--- config.mk ---
export PLATFORM = sky130hd
export DESIGN_NAME = fir_coeff_bank
export DESIGN_NICKNAME = d
export VERILOG_FILES = /design/src/rtl/fir_coeff_bank.sv
export SDC_FILE = /design/constraint.sdc
export NUM_CORES = 1
export LEC_CHECK = 0
export ABC_AREA = 1
export BUFFER_PORTS_ARGS = -buffer_cell sky130_fd_sc_hd__clkbuf_2
export CAP_MARGIN = 20
export CORE_ASPECT_RATIO = 1.75
export CORE_MARGIN = 4
export CORE_UTILIZATION = 50
export DETAILED_ROUTE_END_ITERATION = 8
export GPL_TIMING_DRIVEN = 0
export PLACE_DENSITY = 0.69
export REMOVE_ABC_BUFFERS = 1
export SLEW_MARGIN = 10
export SYNTH_ARGS = -nofsm -noshare
export SYNTH_HDL_FRONTEND = slang
export SYNTH_SLANG_ARGS = --single-unit
--- constraint.sdc ---
create_clock -name busClk -period 3.5 [get_ports busClk]
set_input_delay 0.35 -clock busClk [delete_from_list [all_inputs] [get_ports busClk]]
set_output_delay 0.35 -clock busClk [all_outputs]
set_load 0.01 [all_outputs]
--- src/rtl/fir_coeff_bank.sv ---
// ============================================================================
// fir_coeff_bank
//
// Double-buffered FIR coefficient register file. The microprocessor fills a
// shadow bank over a 32-bit byte-lane bus (two coefficients per word) and then
// requests a commit. The active bank driving the filter is replaced as a whole
// on the first swapOk strobe after the commit, so taps never change
// mid-sample.
//
// Parameters
//   NTAPS  number of coefficients, even, 2..64
//   CW     coefficient width, 2..16, signed two's complement
//
// Ports
//   busClk    in   bus and filter clock, rising edge
//   nReset    in   asynchronous active-low reset
//   addr      in   [12:0] byte address, word index = addr[WIW+1:2]
//   dataIn    in   [31:0] write data
//   dataOut   out  [31:0] combinational read data, 0 when cs = 0
//   cs        in   block select
//   wr0..wr3  in   byte-lane write enables
//   swapOk    in   filter safe-point strobe
//   coeffs    out  [NTAPS*CW-1:0] active bank, coefficient k at [k*CW +: CW]
//   swapDone  out  one-cycle pulse after the active bank updates
//   pending   out  commit requested, not yet applied
//
// Word map
//   0 .. NTAPS/2-1   coefficient pairs {2i+1 in [16+CW-1:16], 2i in [CW-1:0]}
//   NTAPS/2 (CTRL)   W: bit0 commit, bit9 clear wrErr
//                    R: bit8 pending, bit9 wrErr, [23:16] swapCnt
//   above CTRL       writes ignored, reads 0
//
// Build option
//   FIR_COEFF_ACTIVE_READ_EN  adds CTRL bit4 "banksel" (lane 0, read-write).
//                             When set, coefficient reads return the active
//                             bank instead of the shadow bank.
//
// FSM states
//   state  | meaning
//   -------+------------------------------------------------------------
//   IDLE   | no commit outstanding, shadow bank writable
//   PEND   | commit requested, waiting for swapOk; coefficient writes
//          | are discarded and flag wrErr
// ============================================================================
module fir_coeff_bank #(
    parameter int NTAPS = 8,
    parameter int CW    = 16
) (
    input  logic                  busClk,
    input  logic                  nReset,
    input  logic [12:0]           addr,
    input  logic [31:0]           dataIn,
    output logic [31:0]           dataOut,
    input  logic                  cs,
    input  logic                  wr0,
    input  logic                  wr1,
    input  logic                  wr2,
    input  logic                  wr3,
    input  logic                  swapOk,
    output logic [NTAPS*CW-1:0]   coeffs,
    output logic                  swapDone,
    output logic                  pending
);

    localparam int NW  = NTAPS / 2;
    localparam int WIW = $clog2(NW + 1);
    localparam logic [WIW-1:0] CTRL_IDX = WIW'(NW);

    typedef enum logic [0:0] {
        S_IDLE = 1'b0,
        S_PEND = 1'b1
    } state_t;

    state_t state_q, state_d;

    logic [CW-1:0] shadow_q [NTAPS];
    logic [CW-1:0] shadow_d [NTAPS];
    logic [CW-1:0] active_q [NTAPS];
    logic [CW-1:0] active_d [NTAPS];

    logic          wr_err_q, wr_err_d;
    logic [7:0]    swap_cnt_q, swap_cnt_d;
    logic          swap_done_q;
    logic          banksel_bit;

    logic [WIW-1:0] idx;
    logic           bus_wr;
    logic           coeff_sel;
    logic           ctrl_sel;
    logic           coeff_wr;
    logic           coeff_wr_ok;
    logic           commit_req;
    logic           err_set;
    logic           err_clr;
    logic           swap_fire;

    logic           unused_addr_bits;

    // Merge one 16-bit lane pair into a CW-bit coefficient. Each enabled lane
    // replaces only the bits it covers; bits above CW are dropped.
    function automatic logic [CW-1:0] lane_merge(
        input logic [CW-1:0] old_val,
        input logic [15:0]   wdata,
        input logic          lane_hi,
        input logic          lane_lo
    );
        logic [15:0] mask;
        mask = {{8{lane_hi}}, {8{lane_lo}}};
        return (old_val & ~mask[CW-1:0]) | (wdata[CW-1:0] & mask[CW-1:0]);
    endfunction

    function automatic logic [15:0] sext16(input logic [CW-1:0] c);
        logic [15:0] r;
        r         = {16{c[CW-1]}};
        r[CW-1:0] = c;
        return r;
    endfunction

    // ------------------------------------------------------------------------
    // Address decode
    // ------------------------------------------------------------------------
    assign idx              = addr[WIW+1:2];
    assign unused_addr_bits = ^{addr[12:WIW+2], addr[1:0]};

    assign bus_wr      = cs & (wr0 | wr1 | wr2 | wr3);
    assign coeff_sel   = (idx < CTRL_IDX);
    assign ctrl_sel    = (idx == CTRL_IDX);
    assign coeff_wr    = bus_wr & coeff_sel;
    assign coeff_wr_ok = coeff_wr & ~pending;
    assign err_set     = coeff_wr & pending;
    assign commit_req  = cs & ctrl_sel & wr0 & dataIn[0];
    assign err_clr     = cs & ctrl_sel & wr1 & dataIn[9];

    // ------------------------------------------------------------------------
    // Commit FSM: state register
    // ------------------------------------------------------------------------
    always_ff @(posedge busClk or negedge nReset) begin
        if (!nReset) begin
            state_q <= S_IDLE;
        end else begin
            state_q <= state_d;
        end
    end

    // ------------------------------------------------------------------------
    // Commit FSM: next state
    // A commit written on the swap edge re-arms PEND for the next commit.
    // ------------------------------------------------------------------------
    always_comb begin
        state_d = state_q;
        case (state_q)
            S_IDLE: begin
                if (commit_req) begin
                    state_d = S_PEND;
                end
            end
            S_PEND: begin
                if (swapOk && !commit_req) begin
                    state_d = S_IDLE;
                end
            end
            default: state_d = S_IDLE;
        endcase
    end

    // ------------------------------------------------------------------------
    // Commit FSM: outputs
    // ------------------------------------------------------------------------
    always_comb begin
        pending   = 1'b0;
        swap_fire = 1'b0;
        if (state_q == S_PEND) begin
            pending   = 1'b1;
            swap_fire = swapOk;
        end
    end

    // ------------------------------------------------------------------------
    // Bank and status next-state
    // ------------------------------------------------------------------------
    always_comb begin
        shadow_d = shadow_q;
        if (coeff_wr_ok) begin
            for (int i = 0; i < NW; i++) begin
                if (idx == WIW'(i)) begin
                    shadow_d[2*i]   = lane_merge(shadow_q[2*i],   dataIn[15:0],  wr1, wr0);
                    shadow_d[2*i+1] = lane_merge(shadow_q[2*i+1], dataIn[31:16], wr3, wr2);
                end
            end
        end
    end

    always_comb begin
        active_d = active_q;
        if (swap_fire) begin
            active_d = shadow_q;
        end
    end

    // A new error on the same edge as a clear keeps the flag set.
    always_comb begin
        wr_err_d = wr_err_q;
        if (err_set) begin
            wr_err_d = 1'b1;
        end else if (err_clr) begin
            wr_err_d = 1'b0;
        end
    end

    assign swap_cnt_d = swap_fire ? (swap_cnt_q + 8'd1) : swap_cnt_q;

    always_ff @(posedge busClk or negedge nReset) begin
        if (!nReset) begin
            for (int i = 0; i < NTAPS; i++) begin
                shadow_q[i] <= '0;
                active_q[i] <= '0;
            end
            wr_err_q    <= 1'b0;
            swap_cnt_q  <= 8'd0;
            swap_done_q <= 1'b0;
        end else begin
            shadow_q    <= shadow_d;
            active_q    <= active_d;
            wr_err_q    <= wr_err_d;
            swap_cnt_q  <= swap_cnt_d;
            swap_done_q <= swap_fire;
        end
    end

    assign swapDone = swap_done_q;

`ifdef FIR_COEFF_ACTIVE_READ_EN
    logic banksel_q, banksel_d;

    always_comb begin
        banksel_d = banksel_q;
        if (cs && ctrl_sel && wr0) begin
            banksel_d = dataIn[4];
        end
    end

    always_ff @(posedge busClk or negedge nReset) begin
        if (!nReset) begin
            banksel_q <= 1'b0;
        end else begin
            banksel_q <= banksel_d;
        end
    end

    assign banksel_bit = banksel_q;
`else
    assign banksel_bit = 1'b0;
`endif

    // ------------------------------------------------------------------------
    // Active bank output
    // ------------------------------------------------------------------------
    always_comb begin
        coeffs = '0;
        for (int k = 0; k < NTAPS; k++) begin
            coeffs[k*CW +: CW] = active_q[k];
        end
    end

    // ------------------------------------------------------------------------
    // Read mux
    // ------------------------------------------------------------------------
    always_comb begin
        dataOut = 32'h0000_0000;
        if (cs) begin
            if (ctrl_sel) begin
                dataOut = {8'h00, swap_cnt_q, 6'b000000, wr_err_q, pending,
                           3'b000, banksel_bit, 4'b0000};
            end else begin
                for (int i = 0; i < NW; i++) begin
                    if (idx == WIW'(i)) begin
                        if (banksel_bit) begin
                            dataOut = {sext16(active_q[2*i+1]), sext16(active_q[2*i])};
                        end else begin
                            dataOut = {sext16(shadow_q[2*i+1]), sext16(shadow_q[2*i])};
                        end
                    end
                end
            end
        end
    end

endmodule

---- Yosys cells after proc, flatten, opt, wreduce, memory -nomap -nowiden ----
Cells that the tools add are included.
storage, ports and cells
  output and inout port bits .............. 162
  input port bits ......................... 53
  register bits ........................... 267
cells by class
  equal/unequal tests ..................... 4
  bitwise gates (word level) .............. 34
  magnitude comparators ................... 1
  reductions and logical operators ........ 8
  muxes and demuxes ....................... 13
  $add $sub $neg .......................... 1
operator list
  kind                                                count
  2-to-1 mux 32 bit                                   6
  bitwise AND 16 bit                                  10
  OR 16 bit                                           8
  NOT 16 bit                                          2
  bitwise AND 1 bit                                   9
  adder 8 x 1 -> 8 bit (second input constant)        1
  AND reduction 2 bit                                 4
  == test 3 x 2 -> 1 bit (second input constant)      2
  2-to-1 mux 1 bit                                    6
  == test 3 x 1 -> 1 bit (second input constant)      1
  == test 3 bit (second input constant)               1
  zero test 3 bit                                     1
  less-than comparator 3 bit (second input constant)  1
  OR 1 bit                                            3
  NOT 1 bit                                           2
  one-hot mux 1 bit (2 select lines)                  1
  nonzero test 2 bit                                  1
  logical AND 1 bit                                   1
  zero test 1 bit                                     1

---- Logic depth before layout (Yosys ltp) ----
Gate-level depths: netlist of run 1.
  depth after elaboration ................. 8
  gate-level depth with buffers ........... 8
  gate-level depth less buffers ........... 7

---- Worst setup path before layout of run 1 ----
Ideal clock, no wire load.
  path kind ............................... input to output
  start point ............................. input addr[4]
  end point ............................... output dataOut[10]
  required time ........................... 3.150 ns
  stages on the path ...................... 7
  path slack .............................. 1.752 ns
  arrival time ............................ 1.398 ns
  path buffers ............................ 2
  path through ............................ buf_6 -> nor2_4 -> nand2_1 -> inv_1 -> buf_4 -> a21oi_1 -> a21oi_1
between the ends
  word-level cells in the longest chain between the ends .. 7
  elaborated cells on any way between the ends .. 11
  those cells by class .................... 4 x eq/ne; 6 x mux; 1 x reduce/logical
RTL lines
  what                             line  text
  start: declaration               51    input logic [12:0] addr,
  zero test 3 bit                  276   if (idx == WIW'(i)) begin
  2-to-1 mux 32 bit (4 in series)  276
  2-to-1 mux 32 bit *              271   if (ctrl_sel) begin
  2-to-1 mux 32 bit *              270   if (cs) begin
  end: declaration                 53    output logic [31:0] dataOut,
Mark *: on every way between the ends. The rest lies on a longest branch, timed or not.

---- Worst setup path after layout of run 1 ----
  start point ............................. input addr[4]
  end point ............................... output dataOut[0]
Same word-level chain as after synthesis.

==> flow_summary_export.csv, run 1 <==
group,metric,value,unit
layout,area_growth,18.3,%
pwr,powerDensity,562,mW/mm^2
global_routing,grt_use_met1,34.3,%
clock_network,clk_pin_slew,70,ps
detailed_routing,via_count,10100,
detailed_routing,vias_per_cell,5.32,
timing,worst_pin_slew,1180,ps
timing,finalCritPeriodShare,96.2,%
global_routing,antenna_found_initial,3,
layout,drive_gt1_share,16.9,%
placed_design,io_buffers,204,
detailed_routing,firstDrtPassIters,4,
pwr,p_leak,7.47,nW
flow_run,maxCapViolations,0,
critical_path,startpoint_type,"primary input",
detailed_routing,wl_per_cell,18.2,um
layout,final_common_cell,"nand2_1",
synthesis,yosysSeqAreaShare,57.7,%
pwr,p_clk_share,34.8,%
global_routing,track_usage,27.7,%
critical_path,required,3150,ps
global_routing,grt-busiest-layer,"met2",
die,pin_count,215,
outcome,status,"completed",
layout,final_nets,1642,
timing,fin_tns_setup,0,ps
synthesis,yosys_warnings,0,
clock_network,cts_root_buf,"clkbuf_16",
placed_design,dp.cells,1855,
clock_network,insertion_delay,530,ps
timing,fin_skew,15.1,ps
die,die-area,0.0258,mm^2
timing,rsz0062_at_grt,"false",
critical_path,end_kind,"primary output",
clock_network,cts.sinks,267,
global_routing,grt.overflow.total,0,
detailed_routing,drt_iter0_drc,739,
detailed_routing,routed_wl,34700,um
timing,period_minus_slack,3370,ps
placed_design,gp_congestion,0.833,
global_routing,use_met3,3.94,%
critical_path,arrival,3020,ps
synthesis,synth.avg_cell_area,8.14,um^2
timing,hold_viol,0,
synthesis,syn_inst,1422,
global_routing,grt_pass1_wl,55800,um
pwr,seq_power_share,50.3,%
clock_network,clk_path_buf_depth,3,
synthesis,yosysUniqueCellTypes,25,
critical_path,rrSetupSlack,1040,ps
detailed_routing,drtAntennaViolNets,0,
layout,final_cell_mix,"nand2_1 (638), dfrtp_1 (267), clkbuf_2 (203), nand3_1 (156), o21ai_0 (125)",
die,rows,73,
die,die_y,209,um
global_routing,grt_pass1_vias,10300,
pwr,intPower,5.47,mW
timing,setup_viol,0,
detailed_routing,drcViolationCount,0,
global_routing,gr-usage-met2,49.0,%
pwr,combPwrFrac,14.9,%
clock_network,cts_buffers,25,
global_routing,grt_max_degree,93,
synthesis,syn-cell-area,0.0116,mm^2
die,start_util,50.9,%
critical_path,rr_worst_depth,7,
die,die_w,123,um
timing,max-slew-margin-rel,21.3,%
critical_path,worstSetupPathType,"in -> out",
synthesis,synth-seq-cells,267,
clock_network,cts_tree,"yes",
timing,drv_slew,0,
layout,finalNonFillerCells,1908,
worst_hold_path,hold_depth,2,
pwr,power_switching,2.22,mW
pwr,sw_frac_of_total,28.9,%
timing,holdWs,78.5,ps
placed_design,dp_hpwl,21700,um
pwr,ir_drop,399,uV
die,core_area,0.0227,mm^2
critical_path,crit_path_max_fanout,34,
timing,max_clock_freq,297,MHz
clock_network,h-tree-depth,1,
worst_hold_path,hold_class,"in -> reg",
==> synth_stat cells <==
master	n	area, um^2
nand3_4	1	17.5
nand2_1	640	2400
buf_6	1	11.3
o21ai_0	125	626
ha_1	1	12.5
nand3_1	156	781
nor2_1	33	124
nor3_1	1	5.00
buf_2	12	60.1
buf_4	10	75.1
clkinv_1	1	3.75
xor2_1	3	26.3
xnor2_1	1	8.76
nand2_2	1	6.26
dfrtp_1	267	6680
clkbuf_1	45	169
inv_2	1	3.75
buf_1	9	33.8
nor2_4	5	56.3
nor3_2	1	10.0
nor2_2	3	18.8
a31oi_1	1	6.26
inv_1	66	248
a21oi_1	36	180
nand4_1	2	12.5
==> power by group through the flow <==
stage          logic, mW  clock network, mW  registers, mW
5_1_grt             1.31               2.86           3.93
2_1_floorplan      0.536                  0           3.94
3_5_place_dp        1.15                  0           3.92
3_3_place_gp        1.11                  0           3.91
6_report            1.15               2.67           3.87
4_1_cts             1.16               2.73           3.87
==> layout make-up <==
cell class,instances,area (um^2)
Antenna cell,2,5.00
Clock buffer,36,717
Clock inverter,9,78.8
Fill cell,2049,9040
Inverter,68,264
Multi-Input combinational cell,1012,4340
Sequential cell,267,6680
Tap cell,300,375
Timing Repair Buffer,214,1240
==> per-stage QoR <==
step / power, mW / cell area, um^2 / utilization (%) / worst slack [ps]
finish: 7.69 / 13700 / 60.2 / 132
global route: 8.10 / 13700 / 60.2 / 24.2
CTS: 7.76 / 13600 / 59.9 / 172
detailed placement: 5.07 / 12800 / 56.4 / -740
global placement: 5.01 / 12600 / 55.5 / -6290
floorplan: 4.47 / 11200 / - / -2780
==> routing by layer <==
| layer | vias up | wire (um) | part of all wire [%] |
|---|---|---|---|
| li1 | 4838 | - | - |
| met5 | - | 0 | 0 |
| met1 | 4873 | 13200 | 38 |
| met4 | 0 | 1040 | 3.0 |
| met3 | 65 | 2470 | 7.1 |
| met2 | 371 | 18100 | 52 |
==> worst max-delay path, stage by stage <==
cell and delay (ps):
clkbuf_2 200, nor2_4 480, nand2_2 650, inv_1 830
a21oi_1 80, a21oi_1 230, clkbuf_2 170
==> logic make-up after synthesis <==
family                     after synthesis  share of synthesized area (%)
AOI/OAI and AO/OA                      162                           7.01
and+or+nand+nor                        843                           29.7
adders and majority gates                1                          0.108
xor gates and xnor gates                 4                          0.303
DFF                                    267                           57.7
buffers and inverters                  145                           5.22
==> final timing paths <==
kind / endpoint / startpoint
setup / recovery: dataOut[0] / addr[4]
hold / removal: state_q / swapOk
setup reg to reg: swap_cnt_q[4] / state_q
hold reg to reg: register / register
max in group asynchronous: coeffs[42] / nReset
min in group asynchronous: coeffs[112] / nReset
==> repair_timing <==
action	4_1_cts	5_1_grt
endpoints found under the setup margin	44	2
resized for setup	0	1
setup buffers	0	0
pin swaps	2	0
endpoints found under the hold margin	84	0
gates cloned	2	0
hold buffers	1	0
No activity file was read; power rests on OpenSTA's default activity.
==> inputs of run 2 (changes only) <==
- PLACE_DENSITY: 0.69 -> 0.73
==> run 2 against run 1 <==
Against the previous run:
- maximum frequency grew 4.0%
- clock power increased by 1%
- flip-flop and latch count is the same
- utilization fell by 0.099 points
- combinational power about the same
- die area is the same
- critical path depth is the same
- clock skew fell by 3.0 ps
- wire length is 2.7% lower
- cell count is 0.31% lower
- global-route usage decreased by 1.1 points
- highest routed layer is now met5
==> flow_summary_export.csv, run 2 (synthesis gave the netlist of run 1 again) <==
group,metric,value,unit
timing,holdWs,99.9,ps
critical_path,end_kind,"primary output",
detailed_routing,drtAntennaViolNets,0,
critical_path,rrSetupSlack,870,ps
timing,max_clock_freq,309,MHz
die,core_area,0.0227,mm^2
layout,multiInputGateArea,0.00433,mm^2
critical_path,crit_path_end,"dataOut[11]",
clock_network,clk_path_buf_depth,3,
layout,stdcell_area,0.0137,mm^2
critical_path,crit_path_start,"addr[4]",
critical_path,crit_path_max_fanout,34,
layout,final_common_cell,"nand2_1",
timing,setup_viol,0,
global_routing,grt_pass1_wl,53900,um
timing,fin_skew,12.1,ps
placed_design,placed_cell_area,0.0128,mm^2
pwr,power.total,7.72,mW
worst_hold_path,hold_class,"in -> reg",
critical_path,r2r-start,"state_q",
clock_network,h-tree-depth,1,
flow_run,maxCapViolations,0,
clock_network,cts_buffers,24,
layout,final_nets,1639,
global_routing,grt_pass1_vias,10200,
detailed_routing,routed_wl,33800,um
timing,worst_pin_slew,1150,ps
critical_path,max_stage_delay,760,ps
timing,rsz0062_at_grt,"false",
layout,drive_gt1_share,16.8,%
global_routing,track_usage,26.6,%
timing,max-slew-margin-rel,23.3,%
layout,regArea,0.00668,mm^2
die,die_y,209,um
die,pin_count,215,
pwr,p_leak,7.47,nW
clock_network,cts.sinks,267,
die,start_util,50.9,%
timing,hold_viol,0,
detailed_routing,drt_iter0_drc,970,
critical_path,required,3150,ps
global_routing,grt.overflow.total,0,
outcome,status,"completed",
timing,period_minus_slack,3240,ps
detailed_routing,firstDrtPassIters,5,
clock_network,postCtsSetupBuffers,0,
detailed_routing,wl_per_cell,17.8,um
global_routing,grt_max_degree,101,
clock_network,cts_tree,"yes",
clock_network,cts_root_buf,"clkbuf_16",
detailed_routing,via_count,10100,
clock_network,insertion_delay,520,ps
timing,fin_tns_setup,0,ps
layout,fillCellCount,2040,
critical_path,worstSetupPathType,"in -> out",
critical_path,path_cells,"clkbuf_2 > nor2_4 > nand2_2 > inv_1 > a21oi_1 > a21oi_1 > clkbuf_2",
pwr,ir_drop,421,uV
die,rows,73,
detailed_routing,drcViolationCount,0,
die,die-area,0.0258,mm^2
critical_path,arrival,2890,ps
layout,area_growth,18.1,%
timing,finalCritPeriodShare,92.5,%
die,die_w,123,um
critical_path,startpoint_type,"primary input",
placed_design,dp_hpwl,21200,um
clock_network,clk_pin_slew,70,ps
critical_path,crit_slowest_cell,"inv_1",
placed_design,gp_congestion,0.868,
critical_path,rr_worst_depth,6,
placed_design,io_buffers,204,
detailed_routing,vias_per_cell,5.33,
layout,final_core_util,60.1,%
worst_hold_path,hold_depth,3,
global_routing,antenna_found_initial,2,
layout,final_cell_mix,"nand2_1 (638), dfrtp_1 (267), clkbuf_2 (203), nand3_1 (156), o21ai_0 (125)",
pwr,powerDensity,564,mW/mm^2
timing,drv_slew,0,
-- run 2: changes by cell type in the layout (fill, tap and decap cells not counted), sizes merged --
cell,delta
clkinvlp,-2
clkinv,-1
diode,-1
inv,-1
nor2,-1
-- run 2: metal layers --
layer  share of wire [%]  track usage [%]  vias up  wire [um]
met1                  39             33.4     4825      13000
li1                    -                -     4829          -
met2                  51             45.7      402      17100
met4                 4.1             11.7        2       1400
met3                 6.7             3.45       83       2270
met5               0.033                0        -         11
-- run 2: how the worst min path moves through the flow --
stage | from | to
after floorplan | nReset | asynchronous set/reset pin
after global placement | wr_err_q | wr_err_q
after detailed placement | nReset | coeffs[113]
after CTS | dataIn[27] | register
after global routing | dataIn[7] | register
final | dataIn[27] | register
-- run 2: repair_timing --
action	4_1_cts	5_1_grt
gates cloned	1	0
endpoints found under the setup margin	32	8
hold buffers	1	0
resized for setup	0	1
endpoints found under the hold margin	81	0
pin swaps	1	0
-- run 2: cell type report --
cell class                      instances  area share, %
Antenna cell                            1         0.0183
Clock buffer                           37           5.56
Clock inverter                          5          0.366
Inverter                               68           1.93
Multi-Input combinational cell       1011           31.7
Sequential cell                       267           48.9
Tap cell                              300           2.74
Timing Repair Buffer                  213           8.86
-- run 2: worst max-delay path, delay by kind of cell --
kind	cells	cell delay (ps)
AND/OR/NAND/NOR	2	1010
buffers and inverters	3	1150
AO/OA/AOI/OAI	2	340
-- run 2: power breakdown --
group	leakage, nW	switching [mW]	internal, mW	total (mW)
clock network	0.406	1.14	1.56	2.71
logic	3.50	0.728	0.408	1.14
registers	3.57	0.316	3.56	3.87
total	7.47	2.19	5.53	7.72
-- run 2: stage by stage --
step | setup slack, ps | cells
floorplan | -2780 | 1345
global placement | -6340 | 1849
detailed placement | -605 | 1854
CTS | 4.60 | 1898
global route | 103 | 1902
finish | 262 | 1902
==> inputs of run 3 (changes only) <==
- CORE_UTILIZATION: 50 -> 45
- GPL_TIMING_DRIVEN: 0 -> unset
- PLACE_DENSITY: 0.73 -> 0.67
==> run 3 against run 2 <==
Against the previous run:
- clock power increased by 9.2%
- flip-flop and latch count unchanged
- critical path depth increased by 1
- utilization shrank 5.5 points
- clock skew grew 7.3 ps
- maximum frequency increased by 26%
- global-route usage fell by 2.2 points
- die area increased by 11%
- critical path type unchanged
- sequential share of layout area decreased by 0.58 points
- worst setup slack better by 670 ps
- sequential power about the same
==> flow_summary_export.csv, run 3 (synthesis gave the netlist of run 1 again) <==
group,metric,value,unit
timing,rsz0062_at_grt,"false",
clock_network,cts_buffers,24,
clock_network,h-tree-depth,1,
pwr,p_clk_share,37.1,%
flow_run,maxCapViolations,0,
critical_path,crit_slowest_cell,"nor2_4",
global_routing,grt.overflow.total,0,
pwr,power.total,7.98,mW
global_routing,grt_pass1_vias,10000,
pwr,p_leak,7.60,nW
detailed_routing,drt_iter0_drc,812,
critical_path,end_kind,"primary output",
detailed_routing,routed_wl,34700,um
critical_path,worstSetupPathType,"in -> out",
critical_path,arrival,2220,ps
critical_path,crit_path_max_fanout,17,
timing,setup_viol,0,
timing,period_minus_slack,2570,ps
critical_path,startpoint_type,"primary input",
die,die-area,0.0285,mm^2
placed_design,placed_cell_area,0.0129,mm^2
layout,area_growth,19.5,%
timing,finalCritPeriodShare,73.3,%
clock_network,cts_root_buf,"clkbuf_16",
pwr,sw_frac_of_total,28.2,%
clock_network,cts_tree,"yes",
placed_design,gp_congestion,0.832,
worst_hold_path,hold_class,"in -> reg",
placed_design,io_buffers,204,
placed_design,dp_hpwl,23400,um
clock_network,clk_pin_slew,70,ps
layout,final_cell_mix,"nand2_1 (639), dfrtp_1 (267), clkbuf_2 (203), nand3_1 (156), o21ai_0 (125)",
global_routing,track_usage,24.4,%
timing,worst_pin_slew,757,ps
timing,max-slew-margin-rel,49.5,%
detailed_routing,drtAntennaViolNets,0,
critical_path,max_stage_delay,430,ps
pwr,combPwrFrac,14.4,%
layout,final_nets,1664,
clock_network,cts.sinks,267,
layout,final_common_cell,"nand2_1",
clock_network,insertion_delay,540,ps
layout,stdcell_area,0.0138,mm^2
detailed_routing,wl_per_cell,17.8,um
pwr,seq_power_share,48.5,%
critical_path,required,3150,ps
die,die_y,220,um
critical_path,crit_buf_inv,3,
pwr,intPower,5.73,mW
layout,fillCellCount,2449,
pwr,powerDensity,577,mW/mm^2
layout,regArea,0.00668,mm^2
layout,drive_gt1_share,18.1,%
timing,hold_viol,0,
global_routing,grt_max_degree,82,
die,die_w,129,um
timing,drv_slew,0,
die,start_util,45.7,%
pwr,power_switching,2.25,mW
clock_network,clk_path_buf_depth,3,
die,rows,77,
global_routing,antenna_found_initial,1,
critical_path,critPathTopFamily,"simple AND/OR/NAND/NOR gates",
timing,fin_tns_setup,0,ps
global_routing,grt_pass1_wl,54300,um
detailed_routing,via_count,10100,
pwr,ir_drop,380,uV
timing,fin_skew,19.5,ps
detailed_routing,vias_per_cell,5.21,
die,core_area,0.0253,mm^2
layout,multiInputGateArea,0.00431,mm^2
outcome,status,"completed",
timing,max_clock_freq,390,MHz
detailed_routing,drcViolationCount,0,
critical_path,path_cells,"clkbuf_2 > nor2_4 > nand2_1 > buf_4 > o21ai_0 > nor2_1 > nor2_1 > clkbuf_2",
die,pin_count,215,
layout,final_core_util,54.6,%
detailed_routing,firstDrtPassIters,5,
clock_network,ctsResizeCount,0,
==> run 3: area by class of cell <==
cell class	count	area share (%)
Antenna cell	1	0.0181
Clock buffer	31	4.97
Clock inverter	13	1.42
Inverter	68	1.84
Multi-Input combinational cell	1010	31.2
Sequential cell	267	48.3
Tap cell	316	2.86
Timing Repair Buffer	239	9.46
==> run 3: timing repair <==
action	in CTS	in global routing
hold endpoints to repair	72	0
setup buffers	0	0
hold buffers	1	0
==> run 3: path summary, 6_finish.rpt <==
check / from / end / slack, ps / cells past startpoint
min in group asynchronous: nReset / asynchronous set/reset pin / 370 / 2
worst max register to register: state_q / register / 1380 / 6
worst min-delay path: dataIn[25] / register / 80 / 3
worst min register to register: register / register / 470 / 2
max in group asynchronous: nReset / coeffs[33] / 2100 / 3
worst max-delay path: addr[4] / dataOut[15] / 930 / 8
==> run 3: worst reg2reg max path, stage by stage, from the launching register on <==
cell     delay, ps
dfrtp_1        470
inv_1          140
nand3_4        140
nor2_4         560
nand2_1        460
nand2_1        150
nand2_1         60
==> run 3: metrics by stage <==
stage                     std cells  setup slack, ps  hold WS [ps]
after detailed placement       1899              782           365
after global placement         1899              840           364
final                          1945              934          83.9
after floorplan                1345            -2780          54.4
after CTS                      1944              935          66.9
after global routing           1945              783          82.8
==> run 3: routing by layer <==
| metal | up-vias | GRT usage [%] | share of wire (%) |
|---|---|---|---|
| met5 | - | 0 | 0 |
| met4 | 0 | 10.1 | 4.0 |
| met3 | 86 | 3.07 | 6.0 |
| met2 | 348 | 43.5 | 52 |
| met1 | 4809 | 29.7 | 38 |
| li1 | 4883 | - | - |
==> run 3: power by group through the flow <==
stage	sequential, mW	combinational (mW)	clock, mW
floorplan	3.94	0.536	0
global placement	3.91	1.14	0
detailed placement	3.93	1.16	0
CTS	3.87	1.17	3.00
global route	3.94	1.32	3.12
finish	3.88	1.15	2.96
